<file path="src/rtl/popcount_accumulator.sv">
// Frame popcount accumulator: counts set bits of each accepted 32-bit word,
// sums them over a frame (saturating) and hands the frame total, word count
// and saturation flag to a valid/ready sink.

module bit_counter (
  input  logic [31:0] data,
  output logic [5:0]  count
);

  // Sum the individual bits of the word (result 0..32)
  always_comb begin
    count = '0;
    for (int i = 0; i < 32; i++) begin
      count = count + 6'(data[i]);
    end
  end

endmodule

module popcount_accumulator #(
  parameter int ACC_WIDTH = 16,
  parameter int CNT_WIDTH = 12
) (
  input  logic                 clk,
  input  logic                 reset_n,
  input  logic                 in_valid,
  output logic                 in_ready,
  input  logic [31:0]          in_data,
  input  logic                 in_last,
  output logic                 out_valid,
  input  logic                 out_ready,
  output logic [ACC_WIDTH-1:0] out_total,
  output logic [CNT_WIDTH-1:0] out_words,
  output logic                 out_sat
);

  typedef enum logic {RUN, DONE} state_t;

  state_t               state;
  logic [5:0]           pc;
  logic [5:0]           s1_pc;
  logic                 s1_valid;
  logic                 s1_last;
  logic                 accept;
  logic [ACC_WIDTH-1:0] acc;
  logic [ACC_WIDTH-1:0] acc_next;
  logic [CNT_WIDTH-1:0] words;
  logic [CNT_WIDTH-1:0] words_next;
  logic                 sat;
  logic                 sat_next;
  logic [ACC_WIDTH:0]   acc_sum;
  logic [CNT_WIDTH:0]   words_sum;

  bit_counter u_bit_counter (
    .data  (in_data),
    .count (pc)
  );

  // in_ready depends only on registers, so out_ready never reaches it combinationally
  assign in_ready = (state == RUN) && !(s1_valid && s1_last);
  assign accept   = in_valid && in_ready;

  // Stage 1: capture the word's bit count and frame marker on every accepted beat
  always_ff @(posedge clk or negedge reset_n) begin
    if (!reset_n) begin
      s1_valid <= 1'b0;
      s1_pc    <= '0;
      s1_last  <= 1'b0;
    end else begin
      s1_valid <= accept;
      if (accept) begin
        s1_pc   <= pc;
        s1_last <= in_last;
      end
    end
  end

  // Saturating adds for the running total and word count; overflow sets sticky sat
  always_comb begin
    acc_sum    = {1'b0, acc} + (ACC_WIDTH+1)'(s1_pc);
    words_sum  = {1'b0, words} + (CNT_WIDTH+1)'(1);
    acc_next   = acc_sum[ACC_WIDTH] ? '1 : acc_sum[ACC_WIDTH-1:0];
    words_next = words_sum[CNT_WIDTH] ? '1 : words_sum[CNT_WIDTH-1:0];
    sat_next   = sat | acc_sum[ACC_WIDTH] | words_sum[CNT_WIDTH];
  end

  // Stage 2 and result FSM: accumulate, publish on the last beat, wait for the sink
  always_ff @(posedge clk or negedge reset_n) begin
    if (!reset_n) begin
      state     <= RUN;
      acc       <= '0;
      words     <= '0;
      sat       <= 1'b0;
      out_valid <= 1'b0;
      out_total <= '0;
      out_words <= '0;
      out_sat   <= 1'b0;
    end else begin
      case (state)
        RUN: begin
          if (s1_valid) begin
            if (s1_last) begin
              out_total <= acc_next;
              out_words <= words_next;
              out_sat   <= sat_next;
              out_valid <= 1'b1;
              acc       <= '0;
              words     <= '0;
              sat       <= 1'b0;
              state     <= DONE;
            end else begin
              acc   <= acc_next;
              words <= words_next;
              sat   <= sat_next;
            end
          end
        end
        DONE: begin
          if (out_ready) begin
            out_valid <= 1'b0;
            state     <= RUN;
          end
        end
        default: state <= RUN;
      endcase
    end
  end

endmodule

</file>
<file path="config.mk">
export PLATFORM = sky130hd
export DESIGN_NAME = popcount_accumulator
export DESIGN_NICKNAME = d
export VERILOG_FILES = /design/src/rtl/popcount_accumulator.sv
export SDC_FILE = /design/constraint.sdc
export NUM_CORES = 1
export LEC_CHECK = 0
export ABC_AREA = 1
export ABC_CLOCK_PERIOD_IN_PS = 2400
export CAP_MARGIN = 20
export CORE_UTILIZATION = 54
export CTS_BUF_LIST = sky130_fd_sc_hd__clkbuf_16
export DETAILED_ROUTE_END_ITERATION = 8
export GPL_TIMING_DRIVEN = 1
export PLACE_DENSITY = 0.8
export REMOVE_ABC_BUFFERS = 1
export SYNTH_ARGS = -nofsm -noshare
export SYNTH_HDL_FRONTEND = slang
export SYNTH_SLANG_ARGS = --single-unit
</file>
<file path="constraint.sdc">
create_clock -name clk -period 2.4 [get_ports clk]
set_input_delay 0.48 -clock clk [delete_from_list [all_inputs] [get_ports clk]]
set_output_delay 0.48 -clock clk [all_outputs]
set_load 0.01 [all_outputs]
</file>
==> results.toml <==
[synth]
ys_ff_latch = 68
ys_top_cells_by_area = "dfrtp_1 40%, nand2_1 16%, fa_1 12%"
synth_xor_area_share_pct = 1.65
synth_fa_ha_area_share_pct = 16.2
ys_warn_count = 0
avgSynthCellArea_um2 = 7.96
synth_cell_type_count = 31
synth-compound-area-share_pct = 7.14
synthSimpleGateAreaFrac_pct = 26.0
synth_edf_count = 0
syn_area_um2 = 4260
muxShareOfSynthArea_pct = 0
synth_top_family_by_area = "simple AND/OR/NAND/NOR gates"
ys_seq_area_share_pct = 40.0
netlist_instances = 535
synth.cells.most_frequent = "179 x nand2_1, 87 x inv_1, 68 x dfrtp_1"
synth_top_flop_cell = "dfrtp_1"
synth_top_cell_by_area = "dfrtp_1"
post-synth-top-count-cell = "nand2_1"
synth_top_area_share_pct = 40.0
ys_async_sr_fraction_pct = 100

[clock_tree]
cts-root-buf = "clkbuf_16"
clk_pin_slew_ns = 0.05
cts.sinks = 68
hold_buffers = 0
clk_latency_ns = 0.33
cts_tree = "done"
clk_path_buf_depth = 2
cts_max_level = 3
cts_buffers = 9

[final_layout]
instances_no_fill = 722
antennaDiodeCount = 0
nFillCells = 611
area_growth_pct = 27.3
final_cell_area_um2 = 5420
drive_gt1_share_pct = 10.2
finalNetCount = 692

[routing]
num_vias = 3752
drtIter0Drc = 173
drt_first_pass_iters = 5
avgViaCountPerCell = 5.20
drc = 0
final_antenna_net_count = 0
routed_wl_um = 9830
wire_per_inst_um = 13.6

[setup_path]
worstSetupEndpointType = "flip-flop"
worstSetupStartpoint = "in_data[0]"
critical_path_class = "primary input to flip-flop"
critPathLaunchType = "primary input"
critPathMaxFanout = 2
required_ns = 2.62
cp.arrival_ns = 5.05
cp-endpoint = "s1_pc[4]"
ff2ff_setup_slack_ns = 0.27
ff2ff_path_depth = 10
timing.rr.end = "acc[7]"
r2r-start = "s1_pc[0]"

[outcome]
violations = "negative setup slack"
status = "finished with violations"

[sta]
timing.final.max_slew_violations = 0
setup_ws_ns = -2.44
hold_violations = 0
finalSetupViolCount = 6
min_period_over_period_pct = 202
fmax_mhz = 207
finalCriticalPeriod_ns = 4.84
slew_headroom_pct = 60.9
rsz0062_at_grt = "yes"
holdWs_ns = 0.151
worst_pin_slew_ns = 0.585
fin_tns_setup_ns = -13.06
finalClockSkew_ns = 0.00566

[floorplan]
core_um2 = 7690
rows = 32
die_h_um = 90.8
die_x_um = 90.8
initial_core_util_pct = 55.4
die-area_um2 = 8240
io-pin-count = 68

[worst_hold_path]
min_path_type = "primary input to asynchronous set/reset pin"

[placed_design]
place_inst = 703
place_area_um2 = 5100
io_buffers = 67
dp_hpwl_um = 6930
gp_congestion = 0.893

[power_and_ir_drop]
power-per-cell-area_nw_per_um2 = 1200
power.leakage_nw = 2.78
finalPower_mw = 6.51
vdd_drop_max_uv = 906

[global_route]
grt_pass1_wl_um = 17100
grt-ovfl-total = 0
grtUsageTotal_pct = 26.1
grt_start_max_net_pins = 36
antenna_found_initial = 0
grt_pass1_vias = 3916

[run]
cap_violations = 0
flip-flops by register name, summed over array words and instances, names as in the netlist:
signal and count:
s1_valid 1, out_sat 1, s1_pc 6, sat 1
out_words 12, state 1, out_total 16, out_valid 1
acc 16, words 12, s1_last 1
per-layer routing:
| metal | wire [µm] | global-route usage [%] |
|---|---|---|
| met1 | 4000 | 30.7 |
| met2 | 5010 | 46.9 |
| met3 | 559 | 4.38 |
| met4 | 263 | 11.2 |
| met5 | 0 | 0 |
logic make-up (layout without fill, tap and decap cells):
group / after synthesis / after routing
and+or+nand+nor: 262 / 262
buffers and inverters: 100 / 185
DFF: 68 / 68
AOI/OAI and AO/OA: 57 / 57
adders and majority gates: 40 / 40
xor gates and xnor gates: 8 / 8
layout by cell type, fill, tap and decap left out, drive strengths merged:
| cell | netlist | final |
|---|---|---|
| nand4 | 4 | 4 |
| clkinv | 1 | 3 |
| a211oi | 1 | 1 |
| dfrtp | 68 | 68 |
| clkbuf | 4 | 9 |
| a21boi | 2 | 2 |
| nand2 | 184 | 184 |
| xor2 | 5 | 5 |
| clkinvlp | 0 | 2 |
| xnor2 | 3 | 3 |
| clkdlybuf4s50 | 0 | 50 |
| a21oi | 10 | 10 |
| nor2 | 27 | 27 |
| nand3b | 5 | 5 |
| ha | 15 | 15 |
| o21ai | 38 | 38 |
| and2 | 1 | 1 |
| nand3 | 34 | 34 |
| nor3 | 6 | 6 |
| dlygate4sd2 | 0 | 6 |
| buf | 6 | 20 |
| clkdlybuf4s15 | 0 | 3 |
| o22ai | 3 | 3 |
| or2 | 1 | 1 |
| fa | 25 | 25 |
| a31oi | 3 | 3 |
| inv | 89 | 91 |
| bufinv | 0 | 1 |
worst min path at each step:
| stage | depth (start not counted) | endpoint | slack, ns |
|---|---|---|---|
| after floorplan | 0 | acc[0] | 0.18 |
| after global placement | 2 | sat | 0.45 |
| after detailed placement | 2 | sat | 0.46 |
| after CTS | 1 | out_total[1] | 0.15 |
| after global routing | 1 | s1_last | 0.18 |
| final | 1 | s1_last | 0.15 |
timing repair:
item                       CTS  global route
buffers inserted             3             0
pin swaps                   24             7
setup endpoints to repair    6             6
gates resized for setup     53             2
through the flow:
stage          util (%)  worst slack, ns
6_report           70.5            -2.44
5_1_grt            70.5            -2.57
4_1_cts            70.5            -2.46
3_5_place_dp       66.3            -3.19
3_3_place_gp       66.3            -3.00
2_1_floorplan         -            -2.49
power breakdown:
| part | switching, mW | internal [mW] | total, mW |
|---|---|---|---|
| combinational | 2.01 | 1.65 | 3.66 |
| clock | 0.504 | 0.800 | 1.30 |
| sequential | 0.168 | 1.38 | 1.54 |
worst max-delay path: stages:
cell     delay [ns]
buf_6          0.09
ha_4           0.25
inv_2          0.03
fa_1           0.53
fa_1           0.44
fa_1           0.52
fa_1           0.43
fa_1           0.46
fa_1           0.51
fa_2           0.21
inv_2          0.04
fa_2           0.37
a21oi_2        0.16
nor2_1         0.07
nor2_1         0.14
nor3_1         0.08
a21oi_1        0.14
nand2_1        0.07
cell type report:
class | count | area (µm²) | share of cell area [%]
multi-input cells | 367 | 2200 | 40.7
flip-flops and latches | 68 | 1700 | 31.4
repair buffers | 79 | 754 | 13.9
inverters | 90 | 339 | 6.26
clock buffers | 9 | 225 | 4.16
well taps | 102 | 128 | 2.35
clock inverters | 7 | 67.6 | 1.25
(Power assumes the default switching activity.)
